File: config.mk
export PLATFORM = sky130hd
export DESIGN_NAME = wb_arbiter
export DESIGN_NICKNAME = d
export VERILOG_FILES = /design/src/rtl/wb_pkg.sv /design/src/rtl/wb_fifo.sv /design/src/rtl/wb_arbiter.sv
export SDC_FILE = /design/constraint.sdc
export NUM_CORES = 1
export LEC_CHECK = 0
export CORE_ASPECT_RATIO = 1.5
export CORE_MARGIN = 2
export CORE_UTILIZATION = 33
export CTS_BUF_LIST = sky130_fd_sc_hd__clkbuf_4 sky130_fd_sc_hd__clkbuf_8
export CTS_CLUSTER_DIAMETER = 60
export DETAILED_ROUTE_END_ITERATION = 6
export DONT_BUFFER_PORTS = 1
export HOLD_SLACK_MARGIN = 0.03
export PLACE_DENSITY = 0.51
export SYNTH_ARGS = -nofsm -noshare
export SYNTH_HDL_FRONTEND = slang
export SYNTH_SLANG_ARGS = --single-unit
File: constraint.sdc
create_clock -name clk -period 4.01 [get_ports clk]
set_clock_uncertainty 0.2 [all_clocks]
set_input_delay 0.6015 -clock clk [delete_from_list [all_inputs] [get_ports clk]]
set_output_delay 0.6015 -clock clk [all_outputs]
set_load 0.01 [all_outputs]
File: src/rtl/wb_pkg.sv
// wb_pkg: shared writeback request type and register one-hot decode
package wb_pkg;
  typedef struct packed {
    logic [4:0]  rd;
    logic [31:0] data;
  } wb_req_t;
  function automatic logic [31:1] onehot31(input logic [4:0] rd);
    logic [31:0] t;
    t = 32'd1 << rd;
    return t[31:1];
  endfunction
endpackage

File: src/rtl/wb_fifo.sv
// wb_fifo: synchronous FIFO of wb_req_t with full/empty/occupancy count
// Ports: clk, reset (async, active-low), push_i/din_i enqueue, pop_i dequeue,
// dout_o head entry, full_o, empty_o, count_o occupancy (0..DEPTH).
// Push while full and pop while empty are ignored.
module wb_fifo import wb_pkg::*; #(
  parameter int DEPTH = 2
) (
  input  logic                     clk,
  input  logic                     reset,
  input  logic                     push_i,
  input  wb_req_t                  din_i,
  input  logic                     pop_i,
  output wb_req_t                  dout_o,
  output logic                     full_o,
  output logic                     empty_o,
  output logic [$clog2(DEPTH):0]   count_o
);
  localparam int AW = $clog2(DEPTH);
  localparam int CW = AW + 1;
  wb_req_t         mem_q [DEPTH];
  logic [AW-1:0]   wr_q, rd_q;
  logic [CW-1:0]   count_q;
  logic            do_push, do_pop;
  always_comb begin
    full_o  = count_q == CW'(DEPTH);
    empty_o = count_q == '0;
    do_push = push_i && !full_o;
    do_pop  = pop_i && !empty_o;
    dout_o  = mem_q[rd_q];
    count_o = count_q;
  end
  always_ff @(posedge clk or negedge reset) begin
    if (!reset) begin
      wr_q    <= '0;
      rd_q    <= '0;
      count_q <= '0;
    end else begin
      if (do_push) wr_q <= wr_q + AW'(1);
      if (do_pop) rd_q <= rd_q + AW'(1);
      count_q <= count_q + CW'(do_push) - CW'(do_pop);
    end
  end
  always_ff @(posedge clk) begin
    if (do_push) mem_q[wr_q] <= din_i;
  end
endmodule

File: src/rtl/wb_arbiter.sv
// wb_arbiter: writeback merge of ALU and long-latency results into the register bank
// Ports: clk, reset (async, active-low); alu_valid/alu_rd/alu_data ALU result,
// alu_stall registered hold request; mem_valid/mem_ready/mem_rd/mem_data
// long-latency handshake; issue_valid/issue_rd mark a pending write; busy[31:1]
// scoreboard; addrw[31:1]/wdata registered bank write.
// Macro WB_BYPASS_EN adds rd_addra/rd_addrb/byp_a/byp_b and clears busy one
// cycle earlier (when addrw is registered rather than when the bank captures).
module wb_arbiter import wb_pkg::*; #(
  parameter int MEM_FIFO_DEPTH = 2,
  parameter int STARVE_LIMIT   = 4
) (
  input  logic        clk,
  input  logic        reset,
  input  logic        alu_valid,
  input  logic [4:0]  alu_rd,
  input  logic [31:0] alu_data,
  output logic        alu_stall,
  input  logic        mem_valid,
  output logic        mem_ready,
  input  logic [4:0]  mem_rd,
  input  logic [31:0] mem_data,
  input  logic        issue_valid,
  input  logic [4:0]  issue_rd,
  output logic [31:1] busy,
  output logic [31:1] addrw,
  output logic [31:0] wdata
`ifdef WB_BYPASS_EN
  ,
  input  logic [4:0]  rd_addra,
  input  logic [4:0]  rd_addrb,
  output logic        byp_a,
  output logic        byp_b
`endif
);
  localparam int CW = $clog2(MEM_FIFO_DEPTH) + 1;
  wb_req_t        head;
  logic           full, empty, push, alu_win, drain, blocked;
  logic [CW-1:0]  count;
  logic [3:0]     starve_q, starve_d, starve_inc;
  logic           stall_q, stall_d;
  logic [31:1]    addrw_q, addrw_d, busy_q, busy_d, set_m, clr_m;
  logic [31:0]    wdata_q, wdata_d;
`ifndef WB_BYPASS_EN
  logic           mem_wr_q;
`endif
  wb_fifo #(.DEPTH(MEM_FIFO_DEPTH)) u_fifo (
    .clk     (clk),
    .reset   (reset),
    .push_i  (push),
    .din_i   ('{rd: mem_rd, data: mem_data}),
    .pop_i   (drain),
    .dout_o  (head),
    .full_o  (full),
    .empty_o (empty),
    .count_o (count)
  );
  always_comb begin
    mem_ready  = count != CW'(MEM_FIFO_DEPTH);
    push       = mem_valid && !full && mem_rd != 5'd0;
    // alu_valid during a stall cycle is a protocol error and is dropped
    alu_win    = alu_valid && alu_rd != 5'd0 && !stall_q;
    drain      = !empty && !alu_win;
    blocked    = !empty && alu_win;
    starve_inc = starve_q + 4'd1;
    stall_d    = blocked && starve_inc == 4'(STARVE_LIMIT);
    starve_d   = blocked && !stall_d ? starve_inc : 4'd0;
    addrw_d    = alu_win ? onehot31(alu_rd) : drain ? onehot31(head.rd) : '0;
    wdata_d    = alu_win ? alu_data : drain ? head.data : wdata_q;
    set_m      = issue_valid ? onehot31(issue_rd) : '0;
`ifdef WB_BYPASS_EN
    clr_m      = drain ? onehot31(head.rd) : '0;
`else
    clr_m      = mem_wr_q ? addrw_q : '0;
`endif
    // a new issue to a register being cleared this edge keeps it busy
    busy_d     = (busy_q & ~clr_m) | set_m;
  end
  always_ff @(posedge clk or negedge reset) begin
    if (!reset) begin
      starve_q <= '0;
      stall_q  <= 1'b0;
      addrw_q  <= '0;
      wdata_q  <= '0;
      busy_q   <= '0;
`ifndef WB_BYPASS_EN
      mem_wr_q <= 1'b0;
`endif
    end else begin
      starve_q <= starve_d;
      stall_q  <= stall_d;
      addrw_q  <= addrw_d;
      wdata_q  <= wdata_d;
      busy_q   <= busy_d;
`ifndef WB_BYPASS_EN
      mem_wr_q <= drain;
`endif
    end
  end
  always_comb begin
    alu_stall = stall_q;
    addrw     = addrw_q;
    wdata     = wdata_q;
    busy      = busy_q;
`ifdef WB_BYPASS_EN
    byp_a     = |(onehot31(rd_addra) & addrw_q);
    byp_b     = |(onehot31(rd_addrb) & addrw_q);
`endif
  end
endmodule

==> flow_metrics.env, run 1 <==
export IMPL_status="finished, final reports clean"
export IMPL_gp_congestion=0.779
export IMPL_grt_max_degree=105
export IMPL_fp_dieW_um=124
export IMPL_grt_antenna_before_repair=0
export IMPL_fin_nets=731
export IMPL_layout_common_cells="dfrtp_1, nand2_1, edfxtp_1, dlygate4sd3_1, nor2_1"
export IMPL_port_buffers=0
export IMPL_synth_cell_types=44
export IMPL_seq_power_share_pct=53.2
export IMPL_diodes=0
export IMPL_finalSetupViolations=0
export IMPL_detail_route_vias_per_cell=5.17
export IMPL_rows=65
export IMPL_pin_count=180
export IMPL_switching_share_pct=36.0
export IMPL_setup_ws_ns=1.54
export IMPL_dr_pass1_iters=5
export IMPL_leakage_nw=3.34
export IMPL_drc=0
export IMPL_maxCapViolCount=0
export IMPL_area_growth_syn_to_layout_pct=19.6
export IMPL_grt_first_pass_wirelength_um=27400
export IMPL_startpoint="u_fifo.count_o[0]"
export IMPL_p_per_area_nw_per_um2=644
export IMPL_hp_start="alu_data[19]"
export IMPL_crit_arrival_ns=2.36
export IMPL_drv_slew=0
export IMPL_vias=4783
export IMPL_dp_hpwl_um=12200
export IMPL_cts_resized=0
export IMPL_drt_total_wl_um=17600
export IMPL_tritoncts="yes"
export IMPL_final_min_clock_period_ns=2.47
export IMPL_fmax_mhz=404
export IMPL_irDropWorstVdd_v=0.000342
export IMPL_relSlewSlack_pct=34.1
export IMPL_start_util_pct=33.6
export IMPL_busiest_layer="met2"
export IMPL_critPathKind="flop to flop"
export IMPL_syn_nets=665
export IMPL_synth_seq_cells=178
export IMPL_globalRouteMet2Util_pct=29.9
export IMPL_grtUsageTotal_pct=16.1
export IMPL_cp_max_fo=37
export IMPL_setup_tns_ns=0
export IMPL_switching_power_mw=1.97
export IMPL_clockPowerShare_pct=23.4
export IMPL_combPwrFrac_pct=23.4
export IMPL_yosysSeqAreaShare_pct=68.1
export IMPL_regToRegSetupSlack_ns=1.54
export IMPL_clk_latency_ns=0.45
export IMPL_use_met3_pct=5.15
export IMPL_rsz0062_at_grt="no"
export IMPL_n_fill_cell=2020
export IMPL_cts_setup_buffers=0
export IMPL_async_flop_share_pct=58.4
export IMPL_timing_rr_start="u_fifo.count_o[0]"
export IMPL_syn_cell_area_sq_um=7090
export IMPL_cts_root_buffer="clkbuf_8"
export IMPL_globalRoute_totalOverflow=0
export IMPL_cts_buffer_depth=2
export IMPL_htree_levels=4
export IMPL_dpl_worst_slack_ns=1.18
export IMPL_min_delay_path_class="input pin to flop"
export IMPL_worstMarginPinSlew_ns=0.989
export IMPL_layout_commonest_cell="dfrtp_1"
export IMPL_crit_path_end_kind="flop"
export IMPL_ys_flop_type="dfrtp_1"
export IMPL_drt_iter0_drc=247
export IMPL_grt_pass1_vias=5120
export IMPL_grtUsageMet1_pct=16.0
export IMPL_period_share_pct=61.7
export IMPL_wl_per_cell_um=19.1
export IMPL_die_area_sq_um=22700
export IMPL_core_area_sq_um=21100
export IMPL_drive_above_1_share_pct=7.00
export IMPL_syn_instance_count=578
export IMPL_ys_warn_count=0
export IMPL_hold_violations=0
export IMPL_cts_hold_buf=70
export IMPL_worstSetupStartpointType="flop"
export IMPL_die_y_um=183
export IMPL_syn_avg_cell_area_sq_um=12.3
export IMPL_clkSlewWorstSetupHoldPaths_ns=0.10
export IMPL_synth_edf_count=74
export IMPL_cts_made_buffers=17
export IMPL_required_ns=3.89
export IMPL_numClockSinks=178
export IMPL_detail_route_antenna_nets=0
export IMPL_p_int_mw=3.49
[critical path, cell delays in order (launching register included)]
cell and delay, ns:
dfrtp_1 0.43, nand2b_1 0.30, o211ai_1 0.25, inv_1 0.12, and2_2 0.76
[flip-flops by register name (all words and copies together) (netlist names)]
name            flops
mem_wr_q            1
wdata              32
busy               31
u_fifo.count_o      2
u_fifo.mem_q       74
u_fifo.rd_q         1
alu_stall           1
addrw              31
u_fifo.wr_q         1
starve_q            4
[per-stage QoR]
step,area [sq um],hold slack (ns),total power [mW],instances,util [%]
after detailed placement,7350,0.108,4.16,823,34.9
after global placement,7350,0.108,4.11,823,34.9
after global routing,8480,0.0331,5.84,925,40.2
after CTS,8480,0.0319,5.54,925,40.2
final,8480,0.0739,5.46,925,40.2
after floorplan,7090,0.106,3.77,578,-
[worst paths after layout]
kind | end | cells after the start
setup / recovery | u_fifo.mem_q[1][4] | 4
hold / removal | wdata[19] | 2
setup reg to reg | u_fifo.mem_q[1][4] | 4
hold reg to reg | starve_q[0] | 1
max in group asynchronous | u_fifo.rd_q | 2
min in group asynchronous | busy[31] | 2
[cell families (layout without fill, tap and decap cells)]
kind of cell | Yosys count | in the layout | share of synthesized area, %
flops | 178 | 178 | 68.1
fa+ha+maj | 3 | 3 | 0.530
simple gates | 186 | 186 | 11.8
compound gates | 140 | 140 | 12.3
xor+xnor | 5 | 5 | 0.618
mux | 33 | 33 | 4.66
buf+inv | 33 | 112 | 2.03
[cell usage after synthesis (all sizes together), types with 4 or more instances]
cell type / number / area [sq um]
nor3: 4 / 20.0
o21ai: 47 / 235
nand2b: 8 / 50.1
nor2: 48 / 195
a32o: 4 / 40.0
buf: 17 / 83.8
mux2i: 33 / 330
edfxtp: 74 / 2220
nand2: 94 / 353
nand3b: 4 / 30.0
o31ai: 6 / 45.0
dfrtp: 104 / 2600
nor2b: 4 / 25.0
inv: 6 / 22.5
nand3: 8 / 40.0
a21oi: 35 / 175
a22o: 11 / 96.3
o22ai: 25 / 156
clkbuf: 10 / 37.5
[power by group through the flow]
stage	registers [mW]	logic (mW)	clock network, mW
after floorplan	2.79	0.983	0
final	2.90	1.28	1.28
after global placement	2.94	1.17	0
after detailed placement	2.95	1.21	0
after CTS	2.91	1.30	1.33
after global routing	2.98	1.45	1.41
[per-layer routing]
metal / vias to the layer above / wire [um]
met5: - / 0
met4: 0 / 529
met3: 33 / 1380
met2: 194 / 9640
met1: 2339 / 6090
li1: 2217 / -
[layout make-up]
class                      count  area (sq um)  share of cell area [%]
clock buffer                  18           241                    2.85
clock inverter                14           169                    1.99
multi-input combinational    367          2130                    25.2
tap                          268           335                    3.96
timing repair buffer          74           748                    8.83
sequential                   178          4830                    56.9
inverter                       6          22.5                   0.266
Power figures use the tool's default switching activity.
==> run 2: changes to the inputs <==
--- a/config.mk
+++ b/config.mk
@@ -13,7 +13,7 @@
 export DETAILED_ROUTE_END_ITERATION = 6
 export DONT_BUFFER_PORTS = 1
 export HOLD_SLACK_MARGIN = 0.03
-export PLACE_DENSITY = 0.51
+export PLACE_DENSITY = 0.52
 export SYNTH_ARGS = -nofsm -noshare
 export SYNTH_HDL_FRONTEND = slang
 export SYNTH_SLANG_ARGS = --single-unit
==> constraint.sdc (replaced) <==
create_clock -name clk -period 2 [get_ports clk]
set_clock_uncertainty 0.2 [all_clocks]
set_input_delay 0.3 -clock clk [delete_from_list [all_inputs] [get_ports clk]]
set_output_delay 0.3 -clock clk [all_outputs]
set_load 0.01 [all_outputs]
==> flow_metrics.env, run 2 (synthesis gave the netlist of run 1 again) <==
export IMPL_cts_made_buffers=17
export IMPL_clockPowerShare_pct=21.0
export IMPL_violations="negative hold slack, negative setup slack"
export IMPL_dp_hpwl_um=12000
export IMPL_layout_common_cells="dfrtp_1, nand2_1, dlygate4sd3_1, edfxtp_1, nor2_1"
export IMPL_final_min_clock_period_ns=2.02
export IMPL_start_util_pct=33.6
export IMPL_placed_area_sq_um=7480
export IMPL_drt_iter0_drc=271
export IMPL_relSlewSlack_pct=47.1
export IMPL_detail_route_vias_per_cell=5.08
export IMPL_irDropWorstVdd_v=0.000731
export IMPL_layout_commonest_cell="dfrtp_1"
export IMPL_rsz0062_at_grt="no"
export IMPL_seq_power_share_pct=52.3
export IMPL_n_fill_cell=1980
export IMPL_worstMarginPinSlew_ns=0.790
export IMPL_finalSetupViolations=1
export IMPL_pin_count=180
export IMPL_crit_arrival_ns=2.18
export IMPL_maxCapViolCount=0
export IMPL_final_area_sq_um=8830
export IMPL_largest_register_ffs=74
export IMPL_wl_per_cell_um=18.6
export IMPL_hold_violations=104
export IMPL_area_growth_syn_to_layout_pct=24.6
export IMPL_die_area_sq_um=22700
export IMPL_cp_max_fo=9
export IMPL_drc=0
export IMPL_port_buffers=0
export IMPL_status="finished, violations left"
export IMPL_die_y_um=183
export IMPL_fin_nets=769
export IMPL_timing_rr_start="u_fifo.rd_q"
export IMPL_worst_path_max_delay_cell="dlygate4sd3_1"
export IMPL_fmax_mhz=496
export IMPL_clk_latency_ns=0.47
export IMPL_worstSetupStartpointType="input pin"
export IMPL_cts_buffer_depth=2
export IMPL_clkSlewWorstSetupHoldPaths_ns=0.09
export IMPL_crit_path_end_kind="flop"
export IMPL_grtUsageTotal_pct=16.0
export IMPL_max_stage_delay_ns=0.62
export IMPL_min_delay_path_class="input pin to async pin"
export IMPL_total_power_mw=11.0
export IMPL_crit_chain="dlygate4sd3_1 > nor2_4 > a31oi_4 > buf_4 > or4_4 > o22ai_1"
export IMPL_critPathKind="input pin to flop"
export IMPL_combPwrFrac_pct=26.7
export IMPL_largest_register="u_fifo.mem_q"
export IMPL_dpl_cell_count=834
export IMPL_drv_slew=0
export IMPL_required_ns=2.16
export IMPL_gp_congestion=0.879
export IMPL_switching_share_pct=35.4
export IMPL_dr_pass1_iters=4
export IMPL_p_int_mw=7.10
export IMPL_htree_levels=4
export IMPL_setup_ws_ns=-0.0169
export IMPL_crit_buf_inv=2
export IMPL_p_per_area_nw_per_um2=1240
export IMPL_fp_dieW_um=124
export IMPL_cts_hold_buf=91
export IMPL_diodes=0
export IMPL_dpl_worst_slack_ns=-0.316
export IMPL_drt_total_wl_um=17900
export IMPL_holdWs_ns=-0.680
export IMPL_final_cells=963
export IMPL_leakage_nw=3.51
export IMPL_numClockSinks=178
export IMPL_switching_power_mw=3.88
export IMPL_detail_route_antenna_nets=0
export IMPL_core_area_sq_um=21100
export IMPL_cts_root_buffer="clkbuf_8"
export IMPL_grt_first_pass_wirelength_um=27300
export IMPL_grt_max_degree=105
export IMPL_grt_pass1_vias=5237
export IMPL_startpoint="alu_rd[1]"
export IMPL_drive_above_1_share_pct=9.78
export IMPL_tritoncts="yes"
export IMPL_crit_family="buffers and inverters"
export IMPL_period_share_pct=101
export IMPL_globalRoute_totalOverflow=0
export IMPL_grt_antenna_before_repair=0
export IMPL_vias=4893
export IMPL_rows=65
==> run 2: layout make-up <==
| type | instances | area [sq um] | area share (%) |
|---|---|---|---|
| well taps | 268 | 335 | 3.80 |
| flip-flops and latches | 178 | 4830 | 54.7 |
| clock buffers | 20 | 256 | 2.91 |
| multi-input cells | 369 | 2190 | 24.8 |
| clock inverters | 12 | 105 | 1.19 |
| inverters | 6 | 22.5 | 0.255 |
| repair buffers | 110 | 1100 | 12.4 |
==> run 2: routing by layer <==
metal	wire [um]	vias to the layer above	part of all wire [%]	global-route usage, %
met3	1250	34	7.0	4.62
li1	-	2292	-	-
met4	429	0	2.4	7.09
met2	9750	195	54	29.3
met5	0	-	0	0
met1	6510	2372	36	16.6
==> run 2: timing repair <==
action | in CTS | in global routing
pin swaps | 1 | 3
buffers inserted | 0 | 4
cloned | 2 | 0
setup endpoints to repair | 74 | 30
endpoints found under the hold margin | 275 | 104
resized for setup | 3 | 4
==> run 2: stage by stage <==
stage / util (%) / hold WS, ns / TNS (ns)
final: 41.9 / -0.680 / -0.0169
after global routing: 41.9 / -0.737 / 0
after CTS: 41.7 / -0.729 / 0
after detailed placement: 35.5 / -0.193 / -16.43
after global placement: 35.5 / -0.192 / -13.05
after floorplan: - / -0.196 / -1.38
==> run 2: worst paths after layout <==
path                                    end  slack, ns  cells after the start
worst max-delay path              addrw[28]      -0.02                      6
worst max register to register    addrw[25]       0.06                      3
worst min register to register  starve_q[0]       0.29                      1
max in group asynchronous       u_fifo.rd_q       2.11                      0
min in group clk                  addrw[21]       0.08                      2
worst min-delay path               busy[26]      -0.68                      0
==> run 2: power groups by stage <==
| stage | Sequential [mW] | Clock [mW] | Combinational, mW |
|---|---|---|---|
| global route | 5.86 | 2.55 | 3.27 |
| floorplan | 5.58 | 0 | 2.02 |
| finish | 5.74 | 2.30 | 2.93 |
| CTS | 5.75 | 2.39 | 2.94 |
| detailed placement | 5.82 | 0 | 2.69 |
| global placement | 5.78 | 0 | 2.61 |
